===== src/rtl/reg_wb_arbiter.sv =====
// Register-file write-back arbiter: merges single-cycle ALU results and buffered
// long-latency responses onto the single write port, and tracks outstanding
// long-latency destinations in a busy scoreboard for ID hazard stalls.
module reg_wb_arbiter #(
    parameter int unsigned FIFO_DEPTH = 2,
    parameter int unsigned CNT_W      = 2
) (
    input  logic        clk,
    input  logic        rst,

    input  logic        ex_wen_i,
    input  logic [4:0]  ex_waddr_i,
    input  logic [31:0] ex_wdata_i,
    output logic        ex_hold_o,

    input  logic        lsu_issue_i,
    input  logic [4:0]  lsu_issue_rd_i,
    input  logic        lsu_rsp_valid_i,
    input  logic [4:0]  lsu_rsp_rd_i,
    input  logic [31:0] lsu_rsp_data_i,
    output logic        lsu_rsp_ready_o,

    input  logic [4:0]  id_rs1_i,
    input  logic [4:0]  id_rs2_i,
    input  logic [4:0]  id_rd_i,
    output logic        id_stall_o,

    output logic        reg_wen_o,
    output logic [4:0]  reg_waddr_o,
    output logic [31:0] reg_wdata_o,
    output logic [31:0] busy_o
);

    localparam int unsigned      PTR_W    = (FIFO_DEPTH > 1) ? $clog2(FIFO_DEPTH) : 1;
    localparam logic [CNT_W-1:0] FULL_CNT = CNT_W'(FIFO_DEPTH);

    logic [4:0]       fifo_rd_q   [FIFO_DEPTH];
    logic [31:0]      fifo_data_q [FIFO_DEPTH];
    logic [PTR_W-1:0] wptr_q;
    logic [PTR_W-1:0] rptr_q;
    logic [CNT_W-1:0] count_q;
    logic [31:0]      busy_q;
    logic [31:0]      busy_d;

    logic             full;
    logic             empty;
    logic             push;
    logic             pop;
    logic [4:0]       head_rd;
    logic [31:0]      head_data;

    // FIFO status and handshake decode; ALU always wins the write port.
    always_comb begin
        full            = (count_q == FULL_CNT);
        empty           = (count_q == '0);
        push            = lsu_rsp_valid_i & ~full;
        pop             = ~ex_wen_i & ~empty;
        head_rd         = fifo_rd_q[rptr_q];
        head_data       = fifo_data_q[rptr_q];
        ex_hold_o       = full;
        lsu_rsp_ready_o = ~full;
        id_stall_o      = busy_q[id_rs1_i] | busy_q[id_rs2_i] | busy_q[id_rd_i];
        busy_o          = busy_q;
    end

    // Scoreboard next state: pop clears, issue sets afterwards so set wins on a tie.
    always_comb begin
        busy_d = busy_q;
        if (pop) begin
            busy_d[head_rd] = 1'b0;
        end
        if (lsu_issue_i && (lsu_issue_rd_i != 5'd0)) begin
            busy_d[lsu_issue_rd_i] = 1'b1;
        end
        busy_d[0] = 1'b0;
    end

    // Response FIFO storage, pointers and occupancy.
    always_ff @(posedge clk or negedge rst) begin
        if (!rst) begin
            for (int i = 0; i < FIFO_DEPTH; i++) begin
                fifo_rd_q[i]   <= 5'd0;
                fifo_data_q[i] <= 32'd0;
            end
            wptr_q  <= '0;
            rptr_q  <= '0;
            count_q <= '0;
        end else begin
            if (push) begin
                fifo_rd_q[wptr_q]   <= lsu_rsp_rd_i;
                fifo_data_q[wptr_q] <= lsu_rsp_data_i;
                wptr_q              <= wptr_q + PTR_W'(1);
            end
            if (pop) begin
                rptr_q <= rptr_q + PTR_W'(1);
            end
            if (push && !pop) begin
                count_q <= count_q + CNT_W'(1);
            end else if (pop && !push) begin
                count_q <= count_q - CNT_W'(1);
            end
        end
    end

    // Busy scoreboard register.
    always_ff @(posedge clk or negedge rst) begin
        if (!rst) begin
            busy_q <= 32'd0;
        end else begin
            busy_q <= busy_d;
        end
    end

    // Write-port register: ALU first, then FIFO head; idle holds address and data.
    always_ff @(posedge clk or negedge rst) begin
        if (!rst) begin
            reg_wen_o   <= 1'b0;
            reg_waddr_o <= 5'd0;
            reg_wdata_o <= 32'd0;
        end else if (ex_wen_i) begin
            reg_wen_o   <= (ex_waddr_i != 5'd0);
            reg_waddr_o <= ex_waddr_i;
            reg_wdata_o <= ex_wdata_i;
        end else if (pop) begin
            reg_wen_o   <= (head_rd != 5'd0);
            reg_waddr_o <= head_rd;
            reg_wdata_o <= head_data;
        end else begin
            reg_wen_o   <= 1'b0;
        end
    end

endmodule


===== config.mk =====
export PLATFORM = sky130hd
export DESIGN_NAME = reg_wb_arbiter
export DESIGN_NICKNAME = d
export VERILOG_FILES = /design/src/rtl/reg_wb_arbiter.sv
export SDC_FILE = /design/constraint.sdc
export NUM_CORES = 1
export LEC_CHECK = 0
export BUFFER_PORTS_ARGS = -buffer_cell sky130_fd_sc_hd__buf_2
export CAP_MARGIN = 20
export CELL_PAD_IN_SITES_DETAIL_PLACEMENT = 0
export CELL_PAD_IN_SITES_GLOBAL_PLACEMENT = 2
export CORE_AREA = 4 4 176 144
export DETAILED_ROUTE_END_ITERATION = 7
export DIE_AREA = 0 0 180 148
export HOLD_SLACK_MARGIN = 0.06
export PLACE_DENSITY = 0.76
export REMOVE_ABC_BUFFERS = 1
export SLEW_MARGIN = 10
export SYNTH_ARGS = -nofsm -noshare
export SYNTH_HDL_FRONTEND = slang
export SYNTH_SLANG_ARGS = --single-unit

===== constraint.sdc =====
create_clock -name clk -period 2.1 [get_ports clk]
set_clock_uncertainty 0.15 [all_clocks]
set_input_delay 0.315 -clock clk [delete_from_list [all_inputs] [get_ports clk]]
set_output_delay 0.315 -clock clk [all_outputs]
set_load 0.02 [all_outputs]

==> metrics <==
number of synthesized flops with an enable pin 0; placed standard-cell area 9000 µm²; Netlist Area Pre-Place 7210 µm²; final wirelength 21.8 mm; initial antenna violation count 0; mean post-synth cell area 11.2 µm²; Post-Layout Inst Area 10400 µm²; Pre-antenna DRT Iters 4; Worst-Margin Slew 0.691 ns; Synth Warn # 0; fin crit period 2.79 ns; via count 6118; DP HPWL 15.8 mm; f_max 358 MHz; final hold vios 0; Reg clk slew, reported paths 0.06 ns; IO Count 172; WL/cell 17.0 µm; Post-DRT Antenna Nets 0; Initial Utilization 30.9%; Setup crit start kind flop; Leak 4.76 nW; initial DRC count 346; Yosys top cell by area dfrtp_1; most common cell after layout, fill and taps aside buf_2; Setup-failing EPs final 1; gpl congestion 0.844; Worst-Skew Late Latency 0.41 ns; die area 26600 µm²; Critical Path End Type output port; Worst EP required 1.63 ns; first-pass GRT wire length 35.4 mm; core area 23300 µm²; CTS H-tree depth 4; CP Max Fanout 5; Clock Tree Buf Depth 2; share of the synthesized area in the top cell type 51.1%; Crit path arrival time 2.33 ns; RSZ-0062 raised after global routing true; vias in the first global route 6550; synthesized flop and latch total 147; fin nets 1059; layout cells sized above 1 42.0%; GRT overflow 0; sequential area share after synthesis 51.1%; Pwr Density 1460 nW/µm²; maxcap violations 0; CTS Sinks 147; Fillers 2266; Slew headroom 53.9%; GR Util All Layers 16.4%; Root Buffer clkbuf_16; Finished Layout Cells 1284; DRC errors left 0; most frequent cells in the layout buf_2 (168), dfrtp_1 (139), o21ai_0 (106); critical setup path kind flop to output port; # rows 50; prevailing post-synth register cell dfrtp_1; CTS tree done; PnR worst setup slack -0.694 ns; outcome complete, but fails checks; failing checks negative setup slack; Worst Hold Class input port to flop; final core utilization 44.6%; total CTS buffers 17; post-synthesis async set-or-reset flop share 100%; Layout area overhead 44.4%; worst r2r src rptr_q; Port Buffers 170; Post-Synthesis Cells 642; worst setup path startpoint busy_o[9]; period utilisation layout 133%; DP Worst Slack -0.391 ns; largest net degree at the start of global routing 76; most area-consuming cells after synthesis dfrtp_1 (51%), mux2_2 (12%), o21ai_0 (7.5%), mux2i_1 (6.4%), nand2_1 (3.0%); Die Ht 148 µm; Vias/cell 4.76; Die X 180 µm; placed cells 1173; HP Start lsu_issue_i; synth unique cells 45; diode count 0; Slew Limit Fails 0; maximum vdd ir drop 0.689 mV
## logic make-up (layout without fill, tap and decap cells)
kind of cell	Yosys count	in the layout	synth area share, %
simple gates	145	145	9.50
other cells	1	1	0.0520
mux	140	140	23.7
buf+inv	43	373	3.02
fa+ha+maj	1	1	0.174
compound gates	160	160	11.9
xor+xnor	5	5	0.608
flops	147	147	51.1
## power by group
group	switching [mW]	total, mW	internal, mW
Sequential	0.969	5.18	4.21
Clock	1.34	2.91	1.57
Combinational	3.64	7.10	3.46
Total	5.95	15.2	9.25
## cell usage after synthesis, types with 3 or more instances
library cell  number
mux4_2             9
xor2_1             3
nand3_1            6
nand2b_1           5
o21ai_0          108
o2111ai_1          3
a211oi_1           4
nor2_1            41
a2111oi_0          5
mux2_2            79
buf_2             12
mux4_1             4
clkbuf_1          17
a21oi_1           33
nand3b_1           9
inv_1              7
dfrtp_1          147
mux2i_1           46
nand2_1           57
nor2b_1            7
or3_1              5
buf_6              5
## area by class of cell
cell class | count | area [µm²] | area share, %
repair buffers | 334 | 2370 | 22.8
clock inverters | 15 | 140 | 1.35
multi-input cells | 452 | 3360 | 32.3
flip-flops and latches | 147 | 3690 | 35.5
inverters | 7 | 26.3 | 0.253
well taps | 312 | 390 | 3.75
clock buffers | 17 | 425 | 4.09
## final timing paths
path / cells after the start / endpoint / slack, ns
max reg2reg: 4 / busy_o[15] / 0.17
max: 7 / id_stall_o / -0.69
min reg2reg: 1 / fifo_data_q[18] / 0.35
min: 3 / busy_o[4] / 0.09
max in group asynchronous: 3 / fifo_data_q[18] / 0.97
min in group asynchronous: 2 / reg_wdata_o[10] / 0.23
## sequential cells by signal, indices dropped and copies added, names as in the netlist
signal	flops
reg_wdata_o	32
reg_wen_o	1
fifo_rd_q	10
wptr_q	1
fifo_data_q	64
reg_waddr_o	5
busy_o	31
rptr_q	1
count_q	2
## worst max-delay path, cell delays in order, from the launching register on
cell and delay [ns]:
dfrtp_2 0.45, mux4_2 0.47, nand2_2 0.07, o21ai_2 0.06
a22oi_1 0.18, o2111ai_1 0.13, or3_1 0.40, buf_6 0.14
## metal layers
metal	part of all wire, %	GRT usage (%)
met4	0.91	4.07
met5	0	0
met3	6.2	4.48
met2	45	25.9
met1	48	22.7
## what timing repair did
action / CTS / global route
setup buffers: 1 / 1
endpoints found under the hold margin: 151 / 0
setup endpoints to repair: 1 / 2
hold buffers: 77 / 0
gates resized for setup: 6 / 21
pin swaps: 1 / 4
cloned: 0 / 0
## metrics by stage
stage	total power, mW	TNS, ns	hold slack (ns)
2_1_floorplan	9.10	-105.48	-0.131
3_3_place_gp	12.1	-0.420	0.132
6_report	15.2	-0.694	0.0868
5_1_grt	16.3	-0.804	0.0898
4_1_cts	15.3	-0.716	0.0716
3_5_place_dp	12.2	-0.391	0.133
(Power assumes the default switching activity.)
